### config.mk
export PLATFORM = sky130hd
export DESIGN_NAME = fnd_display_ctrl_flat
export DESIGN_NICKNAME = d
export VERILOG_FILES = /design/src/rtl/fnd_display_ctrl_if.sv /design/src/rtl/fnd_display_ctrl.sv /design/src/flat_wrapper.sv
export SDC_FILE = /design/constraint.sdc
export NUM_CORES = 1
export LEC_CHECK = 0
export ABC_AREA = 1
export BUFFER_PORTS_ARGS = -buffer_cell sky130_fd_sc_hd__buf_2
export CORE_MARGIN = 4
export CORE_UTILIZATION = 25
export DETAILED_ROUTE_END_ITERATION = 7
export PLACE_DENSITY = 0.46
export SETUP_SLACK_MARGIN = 0.5
export SYNTH_ARGS = -nofsm -noshare
export SYNTH_HDL_FRONTEND = slang
export SYNTH_SLANG_ARGS = --single-unit
### constraint.sdc
create_clock -name clk -period 2.9 [get_ports clk]
set_input_delay 0.145 -clock clk [delete_from_list [all_inputs] [get_ports clk]]
set_output_delay 0.145 -clock clk [all_outputs]
set_load 0.02 [all_outputs]
### src/rtl/fnd_display_ctrl_if.sv
// Bundle between the time source and the FND scan controller: packed time word,
// display select and edit-blink mask in, board anode/segment pins out.
interface fnd_display_ctrl_if;
    logic [23:0] i_time;
    logic        i_disp_sel;
    logic [3:0]  i_blink;
    logic [3:0]  fnd_digit;
    logic [7:0]  fnd_data;

    modport master (
        output i_time,
        output i_disp_sel,
        output i_blink,
        input  fnd_digit,
        input  fnd_data
    );

    modport slave (
        input  i_time,
        input  i_disp_sel,
        input  i_blink,
        output fnd_digit,
        output fnd_data
    );
endinterface

### src/rtl/fnd_display_ctrl.sv
// Four-digit seven-segment scan controller. Shows sec.msec or hour.min, lights the
// decimal point of digit 2 for the first half of every second, and can blank
// individual digits at BLINK_HZ for edit mode. Both outputs come straight from flops.
module fnd_display_ctrl #(
    parameter int CLK_FREQ  = 100_000_000,
    parameter int SCAN_FREQ = 1000,
    parameter int BLINK_HZ  = 2
) (
    input  logic                clk,
    input  logic                reset,
    fnd_display_ctrl_if.slave   bus
);

    localparam int SCAN_N   = CLK_FREQ / SCAN_FREQ;
    localparam int BLINK_N  = CLK_FREQ / (2 * BLINK_HZ);
    localparam int SCAN_W   = $clog2(SCAN_N + 1);
    localparam int BLINK_W  = $clog2(BLINK_N + 1);
    localparam logic [SCAN_W-1:0]  SCAN_LAST  = SCAN_W'(SCAN_N - 1);
    localparam logic [BLINK_W-1:0] BLINK_LAST = BLINK_W'(BLINK_N - 1);

    logic [SCAN_W-1:0]  scan_cnt_q, scan_cnt_d;
    logic [BLINK_W-1:0] blink_cnt_q, blink_cnt_d;
    logic [1:0]         index_q, index_d;
    logic               blink_phase_q, blink_phase_d;
    logic [23:0]        time_q, time_d;
    logic               disp_sel_q, disp_sel_d;
    logic [3:0]         blink_q, blink_d;
    logic [3:0]         fnd_digit_q, fnd_digit_d;
    logic [7:0]         fnd_data_q, fnd_data_d;

    logic               scan_tick;
    logic               blink_wrap;
    logic [4:0]         hour;
    logic [5:0]         minute;
    logic [5:0]         sec;
    logic [6:0]         msec;
    logic [6:0]         field;
    logic [3:0]         digit_val;
    logic [6:0]         segs;
    logic               dp_n;

    // Active-low {g,f,e,d,c,b,a}; anything above 9 (e.g. tens of msec=127) shows a dash.
    function automatic logic [6:0] seg_decode(input logic [3:0] d);
        case (d)
            4'd0:    seg_decode = 7'h40;
            4'd1:    seg_decode = 7'h79;
            4'd2:    seg_decode = 7'h24;
            4'd3:    seg_decode = 7'h30;
            4'd4:    seg_decode = 7'h19;
            4'd5:    seg_decode = 7'h12;
            4'd6:    seg_decode = 7'h02;
            4'd7:    seg_decode = 7'h78;
            4'd8:    seg_decode = 7'h00;
            4'd9:    seg_decode = 7'h10;
            default: seg_decode = 7'h3F;
        endcase
    endfunction

    // Free-running scan and blink timebases plus the stage-1 input capture.
    always_comb begin
        scan_tick     = (scan_cnt_q == SCAN_LAST);
        blink_wrap    = (blink_cnt_q == BLINK_LAST);
        scan_cnt_d    = scan_tick ? '0 : scan_cnt_q + 1'b1;
        index_d       = scan_tick ? index_q + 2'd1 : index_q;
        blink_cnt_d   = blink_wrap ? '0 : blink_cnt_q + 1'b1;
        blink_phase_d = blink_wrap ? ~blink_phase_q : blink_phase_q;
        time_d        = bus.i_time;
        disp_sel_d    = bus.i_disp_sel;
        blink_d       = bus.i_blink;
    end

    // Stage 2: pick the field for the scanned digit, split tens/ones, decode and blank.
    always_comb begin
        hour   = time_q[23:19];
        minute = time_q[18:13];
        sec    = time_q[12:7];
        msec   = time_q[6:0];
        if (index_q[1]) begin
            field = disp_sel_q ? {2'b00, hour} : {1'b0, sec};
        end else begin
            field = disp_sel_q ? {1'b0, minute} : msec;
        end
        if (index_q[0]) begin
            digit_val = 4'(field / 7'd10);
        end else begin
            digit_val = 4'(field % 7'd10);
        end
        segs        = seg_decode(digit_val);
        dp_n        = ~((index_q == 2'd2) && (msec < 7'd50));
        fnd_digit_d = ~(4'b0001 << index_q);
        if (blink_q[index_q] && blink_phase_q) begin
            fnd_data_d = 8'hFF;
        end else begin
            fnd_data_d = {dp_n, segs};
        end
    end

    // All state, with outputs blanked and scanning parked at digit 0 during reset.
    always_ff @(posedge clk) begin
        if (reset) begin
            scan_cnt_q    <= '0;
            index_q       <= 2'd0;
            blink_cnt_q   <= '0;
            blink_phase_q <= 1'b0;
            time_q        <= 24'd0;
            disp_sel_q    <= 1'b0;
            blink_q       <= 4'd0;
            fnd_digit_q   <= 4'b1111;
            fnd_data_q    <= 8'hFF;
        end else begin
            scan_cnt_q    <= scan_cnt_d;
            index_q       <= index_d;
            blink_cnt_q   <= blink_cnt_d;
            blink_phase_q <= blink_phase_d;
            time_q        <= time_d;
            disp_sel_q    <= disp_sel_d;
            blink_q       <= blink_d;
            fnd_digit_q   <= fnd_digit_d;
            fnd_data_q    <= fnd_data_d;
        end
    end

    assign bus.fnd_digit = fnd_digit_q;
    assign bus.fnd_data  = fnd_data_q;

endmodule

### src/flat_wrapper.sv
// flat-port wrapper written by rule: the top's interface ports become plain ports
module fnd_display_ctrl_flat 
#(
    parameter int CLK_FREQ  = 100_000_000,
    parameter int SCAN_FREQ = 1000,
    parameter int BLINK_HZ  = 2
)
  (clk, reset, bus_i_time, bus_i_disp_sel, bus_i_blink, bus_fnd_digit, bus_fnd_data);
  fnd_display_ctrl_if bus_i ();
  input  logic clk;
  input  logic reset;
  input wire logic [$bits(bus_i.i_time)-1:0] bus_i_time;
  input wire logic [$bits(bus_i.i_disp_sel)-1:0] bus_i_disp_sel;
  input wire logic [$bits(bus_i.i_blink)-1:0] bus_i_blink;
  output wire logic [$bits(bus_i.fnd_digit)-1:0] bus_fnd_digit;
  output wire logic [$bits(bus_i.fnd_data)-1:0] bus_fnd_data;
  assign bus_i.i_time = bus_i_time;
  assign bus_i.i_disp_sel = bus_i_disp_sel;
  assign bus_i.i_blink = bus_i_blink;
  assign bus_fnd_digit = bus_i.fnd_digit;
  assign bus_fnd_data = bus_i.fnd_data;
  fnd_display_ctrl #(.CLK_FREQ(CLK_FREQ), .SCAN_FREQ(SCAN_FREQ), .BLINK_HZ(BLINK_HZ)) u_core (.clk(clk), .reset(reset), .bus(bus_i));
endmodule
==> impl_metrics.yaml <==
final_layout:
  syn2layout_area_growth_pct: 35.9
  nets: 683
  drive_above_1_share_pct: 28.4
  num_antenna_cells: 0
sta:
  worst_slew_pin_slew_ns: 0.551
  hold_viol: 0
  max_freq_mhz: 352
  timing.final.max_slew_violations: 0
  rsz0062_at_grt: "yes"
  holdWs_ns: 0.00562
  slew_headroom_pct: 63.3
  period_share_pct: 97.9
  setup_viol: 0
  clock_skew_ns: 0.00569
  finalCriticalPeriod_ns: 2.84
  tns_ns: 0
yosys:
  ys_seq_area_share_pct: 42.7
  yosysMostFrequentCell: "nand2_1"
  synth_top_area_share_pct: 42.7
  netlist_top_cells_area: "dfxtp_1, nand2_1, inv_1, nand3_1, nor2_1"
  synth_edf_count: 0
  avgSynthCellArea_um2: 7.43
  syn_area_mm2: 0.00403
  yosysUniqueCellTypes: 40
  syn_nets: 586
  yosys.area.top_type: "dfxtp_1"
  ys_dominant_reg_cell: "dfxtp_1"
  netlist_top_cells_count: "nand2_1, inv_1, dfxtp_1"
  yosysWarnings: 0
  async_flop_share_pct: 0
  syn_inst: 542
  synth_seq_cells: 86
critical_path:
  critPathSlowestCell: "dfxtp_4"
  critPathArrivalTime_ns: 3.07
  cp_max_fo: 6
  required_ns: 3.13
  crit_type: "flip-flop to flip-flop"
  crit_family: "simple AND/OR/NAND/NOR gates"
  end_kind: "flip-flop"
  startpoint_type: "flip-flop"
  critPathBufInv: 7
  crit_path_max_incr_delay_ns: 0.40
  path_common_cell: "nand2_2"
floorplanning:
  die_width_um: 135
  ios: 43
  die_y_um: 135
  start_util_pct: 25.4
  rows: 46
  dieArea_mm2: 0.0182
  core_area_mm2: 0.0158
clock_tree:
  clk_pin_slew_ns: 0.06
  insertion_delay_ns: 0.35
  tritoncts: "done"
  cts_root_buffer: "clkbuf_16"
  htreeDepth: 3
  clkSinkCount: 86
  cts-buffers-inserted: 9
  cts_buffer_depth: 2
grt:
  antenna_found_initial: 0
  grt_pass1_wl_um: 15000
  grt_use_total_pct: 10.3
  grt_max_degree: 33
  grt_pass1_vias: 3323
  overflow: 0
power_and_ir_drop:
  peakVddDrop_uv: 298
  powerDensity_mw_per_mm2: 559
  cellLeakagePower_nw: 2.39
detailed_routing:
  wl_per_cell_um: 10.2
  drc: 0
  routed_wl_um: 8760
  viasPerCell: 4.07
  first_pass_iters: 4
  ant_nets: 0
  vias: 3502
  drt_iter0_drc: 163
place:
  dp_hpwl_um: 6440
  gp_congestion: 0.785
  portBuffers: 42
run:
  cap_violations: 0
run_status:
  outcome: "finished, final reports clean"
worst_hold_path:
  hp-class: "primary input to flip-flop"
[stage by stage]
step                      total power, mW  std cells  util, %  setup slack (ns)  area [µm²]
after CTS                            3.10        853     33.7            0.0828        5330
after global placement               1.80        808     29.4            0.0387        4650
after floorplan                      1.66        542        -            0.0622        4100
after global routing                 3.25        860     34.6            -0.175        5470
after detailed placement             1.81        808     29.4           -0.0913        4650
final                                3.06        860     34.6            0.0619        5470
[cells by family (layout without fill, tap and decap cells)]
| group | after synthesis | in the layout | share of synthesized area, % |
|---|---|---|---|
| AOI/OAI and AO/OA | 56 | 56 | 7.98 |
| xor gates and xnor gates | 7 | 7 | 1.52 |
| adders and majority gates | 13 | 13 | 4.04 |
| buffers and inverters | 109 | 211 | 10.8 |
| DFF | 86 | 86 | 42.7 |
| and+or+nand+nor | 271 | 271 | 32.9 |
[cell usage in the layout, fill, tap and decap left out, types with 5 or more instances in the layout]
| cell type | synthesis | final |
|---|---|---|
| xor2_1 | 5 | 5 |
| nor2_1 | 62 | 58 |
| a21oi_1 | 25 | 25 |
| dlygate4sd3_1 | 0 | 16 |
| nand2_1 | 91 | 81 |
| clkbuf_16 | 0 | 9 |
| nor3_1 | 16 | 14 |
| nand2_4 | 5 | 8 |
| dfxtp_1 | 86 | 82 |
| ha_1 | 13 | 9 |
| inv_2 | 10 | 14 |
| nand3_4 | 1 | 5 |
| nand3_2 | 8 | 13 |
| inv_1 | 87 | 81 |
| nand3_1 | 50 | 41 |
| buf_4 | 0 | 31 |
| nand2_2 | 12 | 19 |
| buf_6 | 3 | 5 |
| nand4_1 | 11 | 11 |
| buf_2 | 0 | 42 |
| o21ai_0 | 14 | 13 |
[routing by layer]
| layer | vias up | GRT usage (%) | routed length (µm) |
|---|---|---|---|
| met1 | 1531 | 13.8 | 4480 |
| met4 | 0 | 4.98 | 192 |
| li1 | 1909 | - | - |
| met3 | 12 | 2.76 | 344 |
| met5 | - | 0 | 0 |
| met2 | 50 | 15.3 | 3740 |
[area by class of cell]
cell class,instances,area (µm²)
multi-input combinational,347,2110
clock buffer,11,253
sequential,86,1730
tap,216,270
clock inverter,5,55.1
fill,1707,10400
inverter,101,392
timing repair buffer,94,659
[tightest hold or removal path, cell delays in order]
cell	delay, ns
buf_2	0.07
inv_1	0.03
nor2_1	0.06
[final timing paths]
path	start	endpoint	slack (ns)	cells after the start
worst max-delay path	u_core.disp_sel_q	u_core.bus.fnd_data[3]	0.06	28
worst min-delay path	bus_i_time[10]	u_core.time_q[10]	0.006	3
worst max register to register	u_core.disp_sel_q	u_core.bus.fnd_data[3]	0.06	28
worst min register to register	u_core.scan_cnt_q[0]	u_core.scan_cnt_q[0]	0.44	1
[power breakdown]
part           internal [mW]  leakage, nW  switching (mW)
clock network          0.715        0.156           0.480
logic                  0.251         1.53           0.349
registers               1.24        0.707          0.0228
total                   2.21         2.39           0.851
[flip-flops by register name, indices dropped and copies added, names as in the netlist]
name and flops:
u_core.blink_cnt_q 25, u_core.time_q 24, u_core.scan_cnt_q 17, u_core.bus.fnd_data 8
u_core.blink_q 4, u_core.bus.fnd_digit 4, u_core.index_q 2, u_core.blink_phase_q 1
u_core.disp_sel_q 1
[repair_timing]
item,CTS,global route
resized for setup,27,23
hold buffers,16,0
pin swaps,20,24
endpoints found under the hold margin,16,0
endpoints found under the setup margin,12,14
gates cloned,0,0
setup buffers,13,7
Power figures use the tool's default switching activity.
